$ cat src/rtl/muldiv_pkg.sv
// Shared types for the RV32M execute-stage multiply/divide unit: funct3 op encoding,
// FSM states, iteration count and operand-signedness helpers.
package muldiv_pkg;

    typedef enum logic [2:0] {
        OpMul    = 3'd0,
        OpMulh   = 3'd1,
        OpMulhsu = 3'd2,
        OpMulhu  = 3'd3,
        OpDiv    = 3'd4,
        OpDivu   = 3'd5,
        OpRem    = 3'd6,
        OpRemu   = 3'd7
    } muldiv_op_e;

    typedef enum logic [1:0] {
        StIdle,
        StMul,
        StDiv,
        StDone
    } muldiv_state_e;

    localparam int unsigned NumIter = 32;

    function automatic logic is_div_op(input muldiv_op_e op);
        return op inside {OpDiv, OpDivu, OpRem, OpRemu};
    endfunction

    function automatic logic is_rem_op(input muldiv_op_e op);
        return op inside {OpRem, OpRemu};
    endfunction

    function automatic logic a_is_signed(input muldiv_op_e op);
        return op inside {OpMul, OpMulh, OpMulhsu, OpDiv, OpRem};
    endfunction

    function automatic logic b_is_signed(input muldiv_op_e op);
        return op inside {OpMul, OpMulh, OpDiv, OpRem};
    endfunction

endpackage

$ cat src/rtl/execute_muldiv_if.sv
// Execute-stage request/response bundle between the pipeline and the mul/div unit.
interface execute_muldiv_if #(
    parameter int unsigned DATA_WIDTH     = 32,
    parameter int unsigned REGISTER_WIDTH = 5
);
    logic                      valid_e_i;
    logic [2:0]                muldiv_op_e_i;
    logic [DATA_WIDTH-1:0]     src_a_e_i;
    logic [DATA_WIDTH-1:0]     src_b_e_i;
    logic [REGISTER_WIDTH-1:0] rd_e_i;
    logic                      flush_e_i;
    logic                      busy_o;
    logic                      done_o;
    logic [DATA_WIDTH-1:0]     result_o;
    logic [REGISTER_WIDTH-1:0] rd_o;

    modport master (
        output valid_e_i, muldiv_op_e_i, src_a_e_i, src_b_e_i, rd_e_i, flush_e_i,
        input  busy_o, done_o, result_o, rd_o
    );

    modport slave (
        input  valid_e_i, muldiv_op_e_i, src_a_e_i, src_b_e_i, rd_e_i, flush_e_i,
        output busy_o, done_o, result_o, rd_o
    );
endinterface

$ cat src/rtl/execute_divider.sv
// Iterative restoring divider on unsigned magnitudes, one quotient bit per step.
// Outputs show the values after the current step so the caller can latch on the last edge.
module execute_divider #(
    parameter int unsigned DATA_WIDTH = 32
) (
    input  logic                  clk,
    input  logic                  rst_n_i,
    input  logic                  start,
    input  logic                  step,
    input  logic [DATA_WIDTH-1:0] dividend,
    input  logic [DATA_WIDTH-1:0] divisor,
    output logic [DATA_WIDTH-1:0] quotient,
    output logic [DATA_WIDTH-1:0] remainder
);
    logic [DATA_WIDTH-1:0] rem_q, quo_q, dsr_q;
    logic [DATA_WIDTH:0]   shifted;
    logic [DATA_WIDTH:0]   diff;
    logic                  borrow;
    logic [DATA_WIDTH-1:0] rem_step, quo_step;
    logic                  unused_bits;

    assign shifted            = {rem_q, quo_q[DATA_WIDTH-1]};
    assign {borrow, diff}     = {1'b0, shifted} - {2'b00, dsr_q};
    assign rem_step           = borrow ? shifted[DATA_WIDTH-1:0] : diff[DATA_WIDTH-1:0];
    assign quo_step           = {quo_q[DATA_WIDTH-2:0], ~borrow};
    // A non-borrowing trial is always below the divisor, so its top bit is zero.
    assign unused_bits        = diff[DATA_WIDTH] ^ shifted[DATA_WIDTH];

    assign quotient  = quo_step;
    assign remainder = rem_step;

    always_ff @(posedge clk or negedge rst_n_i) begin
        if (!rst_n_i) begin
            rem_q <= '0;
            quo_q <= '0;
            dsr_q <= '0;
        end else if (start) begin
            rem_q <= '0;
            quo_q <= dividend;
            dsr_q <= divisor;
        end else if (step) begin
            rem_q <= rem_step;
            quo_q <= quo_step;
        end
    end

endmodule

$ cat src/rtl/execute_muldiv.sv
// RV32M multiply/divide unit for the execute stage: shift-add multiplier in this module,
// restoring divider in execute_divider, sign fix-up and result latch on entry to DONE.
module execute_muldiv
    import muldiv_pkg::*;
#(
    parameter int unsigned DATA_WIDTH     = 32,
    parameter int unsigned REGISTER_WIDTH = 5
) (
    input logic             clk,
    input logic             rst_n_i,
    execute_muldiv_if.slave bus
);
    localparam int unsigned CntW = $clog2(NumIter);
    localparam logic [DATA_WIDTH-1:0] MinNeg = {1'b1, {(DATA_WIDTH-1){1'b0}}};

    muldiv_state_e             state_q;
    muldiv_op_e                op_q;
    logic [CntW-1:0]           cnt_q;
    logic [REGISTER_WIDTH-1:0] rd_q;
    logic                      neg_res_q, neg_rem_q;
    logic [DATA_WIDTH-1:0]     a_mag_q;
    logic [2*DATA_WIDTH-1:0]   acc_q;
    logic                      done_q;
    logic [DATA_WIDTH-1:0]     result_q;
    logic [REGISTER_WIDTH-1:0] rd_out_q;

    muldiv_op_e            op;
    logic [DATA_WIDTH-1:0] a, b, a_mag, b_mag;
    logic                  a_sgn, b_sgn;
    logic                  accept, div_ovf, special;
    logic [DATA_WIDTH-1:0] special_res;

    assign op     = muldiv_op_e'(bus.muldiv_op_e_i);
    assign a      = bus.src_a_e_i;
    assign b      = bus.src_b_e_i;
    assign a_sgn  = a_is_signed(op) & a[DATA_WIDTH-1];
    assign b_sgn  = b_is_signed(op) & b[DATA_WIDTH-1];
    assign a_mag  = a_sgn ? -a : a;
    assign b_mag  = b_sgn ? -b : b;
    assign accept = (state_q == StIdle) && bus.valid_e_i && !bus.flush_e_i;

    assign div_ovf = (op == OpDiv || op == OpRem) && (a == MinNeg) && (b == '1);
    assign special = is_div_op(op) && ((b == '0) || div_ovf);

    always_comb begin
        special_res = '0;
        if (b == '0) begin
            special_res = is_rem_op(op) ? a : '1;
        end else begin
            special_res = is_rem_op(op) ? '0 : MinNeg;
        end
    end

    // Multiplier step: add multiplicand into the upper half when the current bit is set,
    // then shift the whole accumulator (with carry) right by one.
    logic [DATA_WIDTH:0]     mul_sum;
    logic [2*DATA_WIDTH-1:0] acc_step, prod_fix;
    logic [DATA_WIDTH-1:0]   mul_res;

    assign mul_sum  = {1'b0, acc_q[2*DATA_WIDTH-1:DATA_WIDTH]}
                      + (acc_q[0] ? {1'b0, a_mag_q} : '0);
    assign acc_step = {mul_sum, acc_q[DATA_WIDTH-1:1]};
    assign prod_fix = neg_res_q ? -acc_step : acc_step;
    assign mul_res  = (op_q == OpMul) ? prod_fix[DATA_WIDTH-1:0]
                                      : prod_fix[2*DATA_WIDTH-1:DATA_WIDTH];

    logic [DATA_WIDTH-1:0] quo, rem, div_res;

    execute_divider #(
        .DATA_WIDTH (DATA_WIDTH)
    ) u_divider (
        .clk       (clk),
        .rst_n_i   (rst_n_i),
        .start     (accept && is_div_op(op) && !special),
        .step      (state_q == StDiv),
        .dividend  (a_mag),
        .divisor   (b_mag),
        .quotient  (quo),
        .remainder (rem)
    );

    assign div_res = is_rem_op(op_q) ? (neg_rem_q ? -rem : rem)
                                     : (neg_res_q ? -quo : quo);

    always_ff @(posedge clk or negedge rst_n_i) begin
        if (!rst_n_i) begin
            state_q   <= StIdle;
            op_q      <= OpMul;
            cnt_q     <= '0;
            rd_q      <= '0;
            neg_res_q <= 1'b0;
            neg_rem_q <= 1'b0;
            a_mag_q   <= '0;
            acc_q     <= '0;
            done_q    <= 1'b0;
            result_q  <= '0;
            rd_out_q  <= '0;
        end else begin
            done_q <= 1'b0;
            unique case (state_q)
                StIdle: begin
                    if (accept) begin
                        op_q      <= op;
                        rd_q      <= bus.rd_e_i;
                        neg_res_q <= a_sgn ^ b_sgn;
                        neg_rem_q <= a_sgn;
                        a_mag_q   <= a_mag;
                        acc_q     <= {{DATA_WIDTH{1'b0}}, b_mag};
                        cnt_q     <= CntW'(NumIter - 1);
                        if (special) begin
                            state_q  <= StDone;
                            done_q   <= 1'b1;
                            result_q <= special_res;
                            rd_out_q <= bus.rd_e_i;
                        end else begin
                            state_q <= is_div_op(op) ? StDiv : StMul;
                        end
                    end
                end
                StMul, StDiv: begin
                    if (bus.flush_e_i) begin
                        state_q <= StIdle;
                        cnt_q   <= '0;
                    end else begin
                        if (state_q == StMul) begin
                            acc_q <= acc_step;
                        end
                        if (cnt_q == '0) begin
                            state_q  <= StDone;
                            done_q   <= 1'b1;
                            result_q <= (state_q == StMul) ? mul_res : div_res;
                            rd_out_q <= rd_q;
                        end else begin
                            cnt_q <= cnt_q - 1'b1;
                        end
                    end
                end
                StDone: state_q <= StIdle;
                default: state_q <= StIdle;
            endcase
        end
    end

    assign bus.busy_o   = (state_q == StMul) || (state_q == StDiv)
                          || ((state_q == StIdle) && bus.valid_e_i);
    assign bus.done_o   = done_q;
    assign bus.result_o = result_q;
    assign bus.rd_o     = rd_out_q;

endmodule

$ cat src/flat_wrapper.sv
// flat-port wrapper written by rule: the top's interface ports become plain ports
module execute_muldiv_flat import muldiv_pkg::*;
#(
    parameter int unsigned DATA_WIDTH     = 32,
    parameter int unsigned REGISTER_WIDTH = 5
)
  (clk, rst_n_i, bus_valid_e_i, bus_muldiv_op_e_i, bus_src_a_e_i, bus_src_b_e_i, bus_rd_e_i, bus_flush_e_i, bus_busy_o, bus_done_o, bus_result_o, bus_rd_o);
  execute_muldiv_if #(.DATA_WIDTH(DATA_WIDTH), .REGISTER_WIDTH(REGISTER_WIDTH)) bus_i ();
  input logic clk;
  input logic rst_n_i;
  input wire logic [$bits(bus_i.valid_e_i)-1:0] bus_valid_e_i;
  input wire logic [$bits(bus_i.muldiv_op_e_i)-1:0] bus_muldiv_op_e_i;
  input wire logic [$bits(bus_i.src_a_e_i)-1:0] bus_src_a_e_i;
  input wire logic [$bits(bus_i.src_b_e_i)-1:0] bus_src_b_e_i;
  input wire logic [$bits(bus_i.rd_e_i)-1:0] bus_rd_e_i;
  input wire logic [$bits(bus_i.flush_e_i)-1:0] bus_flush_e_i;
  output wire logic [$bits(bus_i.busy_o)-1:0] bus_busy_o;
  output wire logic [$bits(bus_i.done_o)-1:0] bus_done_o;
  output wire logic [$bits(bus_i.result_o)-1:0] bus_result_o;
  output wire logic [$bits(bus_i.rd_o)-1:0] bus_rd_o;
  assign bus_i.valid_e_i = bus_valid_e_i;
  assign bus_i.muldiv_op_e_i = bus_muldiv_op_e_i;
  assign bus_i.src_a_e_i = bus_src_a_e_i;
  assign bus_i.src_b_e_i = bus_src_b_e_i;
  assign bus_i.rd_e_i = bus_rd_e_i;
  assign bus_i.flush_e_i = bus_flush_e_i;
  assign bus_busy_o = bus_i.busy_o;
  assign bus_done_o = bus_i.done_o;
  assign bus_result_o = bus_i.result_o;
  assign bus_rd_o = bus_i.rd_o;
  execute_muldiv #(.DATA_WIDTH(DATA_WIDTH), .REGISTER_WIDTH(REGISTER_WIDTH)) u_core (.clk(clk), .rst_n_i(rst_n_i), .bus(bus_i));
endmodule
$ cat config.mk
export PLATFORM = sky130hd
export DESIGN_NAME = execute_muldiv_flat
export DESIGN_NICKNAME = d
export VERILOG_FILES = /design/src/rtl/muldiv_pkg.sv /design/src/rtl/execute_muldiv_if.sv /design/src/rtl/execute_divider.sv /design/src/rtl/execute_muldiv.sv /design/src/flat_wrapper.sv
export SDC_FILE = /design/constraint.sdc
export NUM_CORES = 1
export LEC_CHECK = 0
export BUFFER_PORTS_ARGS = -buffer_cell sky130_fd_sc_hd__clkbuf_2
export CAP_MARGIN = 20
export CORE_ASPECT_RATIO = 0.9
export CORE_MARGIN = 2
export CORE_UTILIZATION = 45
export CTS_BUF_LIST = sky130_fd_sc_hd__clkbuf_8
export DETAILED_ROUTE_END_ITERATION = 10
export MAX_ROUTING_LAYER = met4
export PLACE_DENSITY = 0.61
export SLEW_MARGIN = 20
export SYNTH_ARGS = -nofsm -noshare
export SYNTH_HDL_FRONTEND = slang
export SYNTH_SLANG_ARGS = --single-unit
$ cat constraint.sdc
create_clock -name clk -period 15.9 [get_ports clk]
set_clock_uncertainty 0.15 [all_clocks]
set_input_delay 1.59 -clock clk [delete_from_list [all_inputs] [get_ports clk]]
set_output_delay 1.59 -clock clk [all_outputs]
set_load 0.1 [all_outputs]
==> out/metrics.csv, run 1 <==
metric,value,unit
grt_pass1_vias,18500,
rows,73,
crit_chain,"ha_1, a21oi_1, o21ai_0, nand2_1, a31oi_1, or2_2, inv_2, mux2i_1, ha_1, o2111ai_1, nor3_1, a31oi_1, and3b_1, nand4_1, o41ai_1, xnor2_1, a211oi_1, o21ai_1",
slew_headroom,25.3,%
viasPerCell,6.32,
numCtsBuffers,47,
ys.flop_type,dfrtp_1,
antenna_found_initial,3,
synth-seq-area-share,30.8,%
cts_buffer_depth,3,
gp_congestion,0.992,
syn_nets,2737,
synthesis.area,20100,um^2
yosys-top-cells-area,"dfrtp_1 31%, o21ai_0 6.5%, a21oi_1 6.4%",
startpoint_type,flop,
drc,0,
synth_most_common_cell,nand2_1,
yosys.area.top_type_share,30.8,%
fin_hold_ws,0.331,ns
grt_use_total,35.5,%
hold_path_class,flop to flop,
cts_resized,0,
syn_avg_cell_area,7.77,um^2
drv_cap,0,
syn2layout_area_growth,9.31,%
wl,80400,um
dieArea,46300,um^2
period_needed,6.19,ns
htree_levels,2,
drv_slew,0,
synth_cell_type_count,90,
cts_tree,yes,
cp.arrival,6.54,ns
wl_per_cell,24.9,um
grt_max_degree,161,
max_stage_delay,0.59,ns
max_freq,162,MHz
endpoint_kind,flop,
synth_edf_count,0,
finalHoldViolations,0,
clock_sinks,247,
io_pins,115,
crit_buf_inv,1,
drive_gt1_share,9.49,%
start_util,45.5,%
grt_pass1_wl,119000,um
worstSetupPathType,flop to flop,
outcome,"finished, final reports clean",
tns,0,ns
ys_seq_elements,247,
cts_hold_buf,0,
hpwl,61400,um
portBuffers,114,
insertion_delay,0.64,ns
die_w,227,um
firstDrtPassIters,6,
overflow,0,
synth_warnings,0,
drt_iter0_markers,2406,
tightest_slew,1.11,ns
fin_nets,2753,
async_reset_ff_share,100,%
core,44100,um^2
cp_max_fo,44,
crit_family,compound AO/OA/AOI/OAI gates,
fp.dieH,204,um
netlist.top_cell.by_area,dfrtp_1,
clk_pin_slew,0.07,ns
finalCritPeriodShare,38.9,%
cts_setup_buffers,0,
netlist_instances,2584,
worstPathRequired,16.26,ns
antenna_left,0,
root_buffer,clkbuf_8,
dr_total_vias,20400,
synthTopCellsByCount,"285 x nand2_1, 260 x o21ai_0, 258 x a21oi_1, 247 x dfrtp_1, 246 x nor2_1",
setup_viol,0,
final_util,49.8,%
crit_slowest_cell,inv_2,
rsz0062_at_grt,false,
==> cells by family (layout without fill, tap and decap cells) <==
kind of cell	count (synthesis)	count (layout)	synth area share (%)
other	0	1	0
XOR/XNOR	217	217	9.46
buffers and inverters	239	289	4.60
flip-flops	247	247	30.8
adder cells (fa/ha/maj)	77	77	4.87
multiplexers	35	35	1.75
AND/OR/NAND/NOR	892	892	21.5
AO/OA/AOI/OAI	877	877	27.1
==> through the flow <==
| step | area, um^2 | instances | worst slack, ns |
|---|---|---|---|
| after global routing | 22000 | 3234 | 9.15 |
| after CTS | 21900 | 3233 | 9.84 |
| final | 22000 | 3235 | 9.71 |
| after global placement | 21000 | 3150 | 9.90 |
| after detailed placement | 21000 | 3150 | 9.77 |
| after floorplan | 20100 | 2584 | 10.78 |
==> registers in the layout (all words and copies together), names as in the netlist <==
| register | count |
|---|---|
| u_core.acc_q | 64 |
| u_core.bus.done_o | 1 |
| u_core.neg_res_q | 1 |
| u_core.rd_q | 5 |
| u_core.cnt_q | 5 |
| u_core.neg_rem_q | 1 |
| u_core.u_divider.rem_q | 32 |
| u_core.bus.rd_o | 5 |
| u_core.u_divider.quo_q | 32 |
| u_core.bus.result_o | 32 |
| u_core.op_q | 3 |
| u_core.state_q | 2 |
| u_core.u_divider.dsr_q | 32 |
| u_core.a_mag_q | 32 |
==> layer usage <==
layer | global-route usage (%) | share of wire (%)
met5 | - | 0
met4 | 9.75 | 2.8
met3 | 6.86 | 10
met2 | 47.3 | 40
met1 | 53.6 | 47
==> layout by cell type, fill, tap and decap left out, drive strengths merged, types with 27 or more instances in the layout <==
cell	count
nor3	52
xor2	106
clkbuf	173
and2	50
o31ai	42
dfrtp	247
o211ai	27
inv	85
a21oi	259
nand2	287
nand4	33
nand3	36
a211oi	82
xnor2	111
nor2b	39
o21ai	271
a31oi	31
mux2i	34
ha	75
or3	33
nor2	246
==> final timing paths <==
check | start | to | slack [ns] | cells past startpoint
worst max-delay path | u_core.u_divider.rem_q[5]$_DFFE_PN0P_ | u_core.bus.result_o[28]$_DFFE_PN0P_ | 9.71 | 18
worst min register to register | u_core.a_mag_q[6]$_DFFE_PN0P_ | u_core.a_mag_q[6]$_DFFE_PN0P_ | 0.33 | 2
worst min-delay path | u_core.a_mag_q[6]$_DFFE_PN0P_ | u_core.a_mag_q[6]$_DFFE_PN0P_ | 0.33 | 2
min in group asynchronous | rst_n_i | u_core.cnt_q[1]$_DFFE_PN0P_ | 0.79 | 1
max in group asynchronous | rst_n_i | u_core.neg_res_q$_DFFE_PN0P_ | 13.36 | 3
worst max register to register | u_core.u_divider.rem_q[5]$_DFFE_PN0P_ | u_core.bus.result_o[28]$_DFFE_PN0P_ | 9.71 | 18
==> worst reg2reg max path: cells and delay by family (launching register included) <==
kind | cells | cell delay [ns]
AOI/OAI and AO/OA | 8 | 2.17
buffers and inverters | 1 | 0.59
DFF | 1 | 0.42
muxes | 1 | 0.39
adders and majority gates | 2 | 0.71
and+or+nand+nor | 5 | 1.48
xor gates and xnor gates | 1 | 0.16
==> cell type report <==
type                            instances  area (um^2)
Inverter                               72          270
Clock inverter                         23          126
Antenna cell                            1         2.50
Clock buffer                           60          826
Fill cell                            4438        22200
Multi-Input combinational cell       2098        13000
Sequential cell                       247         6180
Tap cell                              600          751
Timing Repair Buffer                  134          763
Power of run 1 is not shown: default switching activity piles up to over one toggle a cycle in this logic, so the estimate is an artifact.
==> run 2: changes to the inputs <==
Settings changed: ABC_AREA set to 1.
Clock period 15.9 ns to 6.48 ns, I/O delays scaled along.
==> out/metrics.csv, run 2 <==
metric,value,unit
outcome,"finished, final reports clean",
tightest_slew,1.04,ns
start_util,45.9,%
ys.flop_type,dfrtp_1,
nFillCells,5061,
clkPwrFrac,12.9,%
slew_headroom,30.6,%
p_leak,13.0,nW
drv_cap,0,
startpoint_type,flop,
synth_cell_type_count,61,
async_reset_ff_share,100,%
fp.dieH,214,um
grt_max_degree,166,
core,48100,um^2
min-delay-start,bus_muldiv_op_e_i[1],
tns,0,ns
p_int,5.75,mW
endpoint_kind,flop,
hpwl,75300,um
synth-xor-area-share,3.57,%
overflow,0,
yosys.area.top_type_share,28.0,%
numCtsBuffers,49,
r2r_slack,1.16,ns
worst_hold_path.endpoint,u_core.op_q[1]$_DFFE_PN0P_,
drv_slew,0,
grt_pass1_vias,22900,
wl_per_cell,22.2,um
yosys-top-cells-area,"dfrtp_1 28%, nand2_1 18%, inv_1 8.5%",
dr_total_vias,25100,
drive_gt1_share,8.75,%
hold_path_class,primary input to flop,
wl,96300,um
syn2layout_area_growth,10.0,%
period_needed,5.32,ns
p_switching,8.47,mW
synth-simple-area-share,36.1,%
largest_reg_flops,64,
cts_buffer_depth,3,
netlist.top_cell.by_area,dfrtp_1,
dpl.cell_count,4235,
regMostFlops,u_core.acc_q,
layout.cells.non_filler,4331,
rsz0062_at_grt,false,
cp_max_fo,23,
netlist_instances,3588,
dieArea,50800,um^2
r2r_end,u_core.bus.result_o[26]$_DFFE_PN0P_,
ff2ff_path_depth,24,
finalCritPeriodShare,82.1,%
syn_nets,3741,
rows,76,
htree_levels,2,
max_freq,188,MHz
worstSetupPathType,flop to flop,
synth_top_family_by_area,simple AND/OR/NAND/NOR gates,
drc,0,
synth_compound_area_share,16.6,%
io_pins,115,
root_buffer,clkbuf_8,
drt_iter0_markers,3095,
synthTopCellsByCount,"1048 x nand2_1, 499 x inv_1, 353 x nor2_1, 303 x o21ai_0, 253 x nand3_1",
muxShareOfSynthArea,0,%
cp.arrival,5.71,ns
finalHoldViolations,0,
vdd_ir_drop_max,0.473,mV
synth-seq-area-share,28.0,%
grt_pass1_wl,144000,um
portBuffers,114,
viasPerCell,5.80,
synth_most_common_cell,nand2_1,
cts_tree,yes,
syn_avg_cell_area,6.15,um^2
rr_startpoint,u_core.u_divider.rem_q[23]$_DFFE_PN0P_,
powerDensity,586,nW/um^2
antenna_left,0,
clock_sinks,247,
hold_depth,3,
worstPathRequired,6.87,ns
final_cell_mix,"1047 x nand2_1, 514 x inv_1, 353 x nor2_1",
clk_pin_slew,0.06,ns
grt_use_total,38.2,%
ys_seq_elements,247,
antenna_found_initial,6,
fin_nets,3816,
synth_fa_ha_area_share,4.43,%
synthesis.area,22100,um^2
combPwrFrac,68.1,%
insertion_delay,0.66,ns
switching_share,59.6,%
final_common_cell,nand2_1,
die_w,237,um
synth_edf_count,0,
synth_warnings,0,
gp_congestion,1.02,
firstDrtPassIters,8,
setup_viol,0,
pwr-share-seq,19.0,%
[run 2: cell types whose count changed after synthesis, moves of 81 or more]
cell,change
a211oi_1,-81
inv_1,+428
nand2_1,+763
nand3_1,+217
nor2_1,+107
xnor2_1,-93
[run 2: stage by stage]
stage	hold slack [ns]	utilization, %	instance area (um^2)	setup slack, ns	total power, mW
6_report	0.0826	50.4	24300	1.16	14.2
5_1_grt	0.0714	50.4	24300	0.627	15.2
4_1_cts	0.0434	50.4	24300	1.34	13.9
3_5_place_dp	0.316	48.1	23200	1.38	12.1
3_3_place_gp	0.313	48.1	23200	1.41	12.0
2_1_floorplan	0.202	-	22100	2.47	9.22
[run 2: cells by family after synthesis]
group,after synthesis
and+or+nand+nor,1878
AOI/OAI and AO/OA,659
buffers and inverters,637
DFF,247
xor gates and xnor gates,90
adders and majority gates,77
[run 2: worst max path at each step]
stage | slack, ns | cells after the start | start | end
2_1_floorplan | 2.47 | 27 | u_core.u_divider.rem_q[23]$_DFFE_PN0P_ | u_core.bus.result_o[30]$_DFFE_PN0P_
3_3_place_gp | 1.41 | 26 | u_core.u_divider.rem_q[17]$_DFFE_PN0P_ | u_core.bus.result_o[26]$_DFFE_PN0P_
3_5_place_dp | 1.38 | 26 | u_core.u_divider.rem_q[17]$_DFFE_PN0P_ | u_core.bus.result_o[30]$_DFFE_PN0P_
4_1_cts | 1.34 | 26 | u_core.u_divider.rem_q[17]$_DFFE_PN0P_ | u_core.bus.result_o[30]$_DFFE_PN0P_
5_1_grt | 0.63 | 28 | u_core.u_divider.rem_q[5]$_DFFE_PN0P_ | u_core.bus.result_o[30]$_DFFE_PN0P_
6_report | 1.16 | 24 | u_core.u_divider.rem_q[23]$_DFFE_PN0P_ | u_core.bus.result_o[26]$_DFFE_PN0P_
[run 2: routing by layer]
metal / GRT usage (%) / part of all wire (%) / vias up
met5: - / 0 / -
met1: 53.6 / 44 / 11900
li1: - / - / 11700
met2: 55.3 / 42 / 1352
met4: 9.77 / 2.6 / 0
met3: 8.91 / 11 / 165
[run 2: what timing repair did]
action / in CTS / in global routing
hold buffers: 1 / 0
hold endpoints to repair: 82 / 0
gates resized for setup: 0 / 0
setup buffers: 0 / 0
[run 2: worst max-delay path, cell delays in order, from the launching register on]
cell and delay, ns:
dfrtp_1 0.40, ha_1 0.40, a21oi_1 0.25, nand2_1 0.12, a21oi_2 0.18, nor2_2 0.09
nor2_8 0.37, nand2_8 0.23, inv_2 0.35, ha_1 0.24, inv_1 0.06, nor3_1 0.27
nand3_1 0.19, nor4_1 0.38, nand2_1 0.17, nor3_1 0.34, nor2_1 0.10, nor2_1 0.19
o21ai_0 0.15, nor2_1 0.12, nor2_1 0.05, a21oi_1 0.16, nand2_1 0.07, nand2_1 0.07
a21boi_1 0.07
[run 2: layout make-up]
| class | instances | area (um^2) | area share [%] |
|---|---|---|---|
| flip-flops and latches | 247 | 6180 | 25.5 |
| inverters | 516 | 1940 | 7.99 |
| multi-input cells | 2704 | 13400 | 55.3 |
| diodes | 4 | 10.0 | 0.0412 |
| well taps | 624 | 781 | 3.22 |
| clock inverters | 33 | 288 | 1.19 |
| clock buffers | 58 | 798 | 3.29 |
| repair buffers | 145 | 841 | 3.46 |
[run 2: power groups by stage]
| stage | registers, mW | logic, mW | clock network [mW] |
|---|---|---|---|
| detailed placement | 2.69 | 9.38 | 0 |
| global route | 2.76 | 10.5 | 1.93 |
| global placement | 2.68 | 9.30 | 0 |
| CTS | 2.68 | 9.41 | 1.85 |
| finish | 2.70 | 9.69 | 1.83 |
| floorplan | 3.37 | 5.85 | 0 |
(Power assumes the default switching activity.)
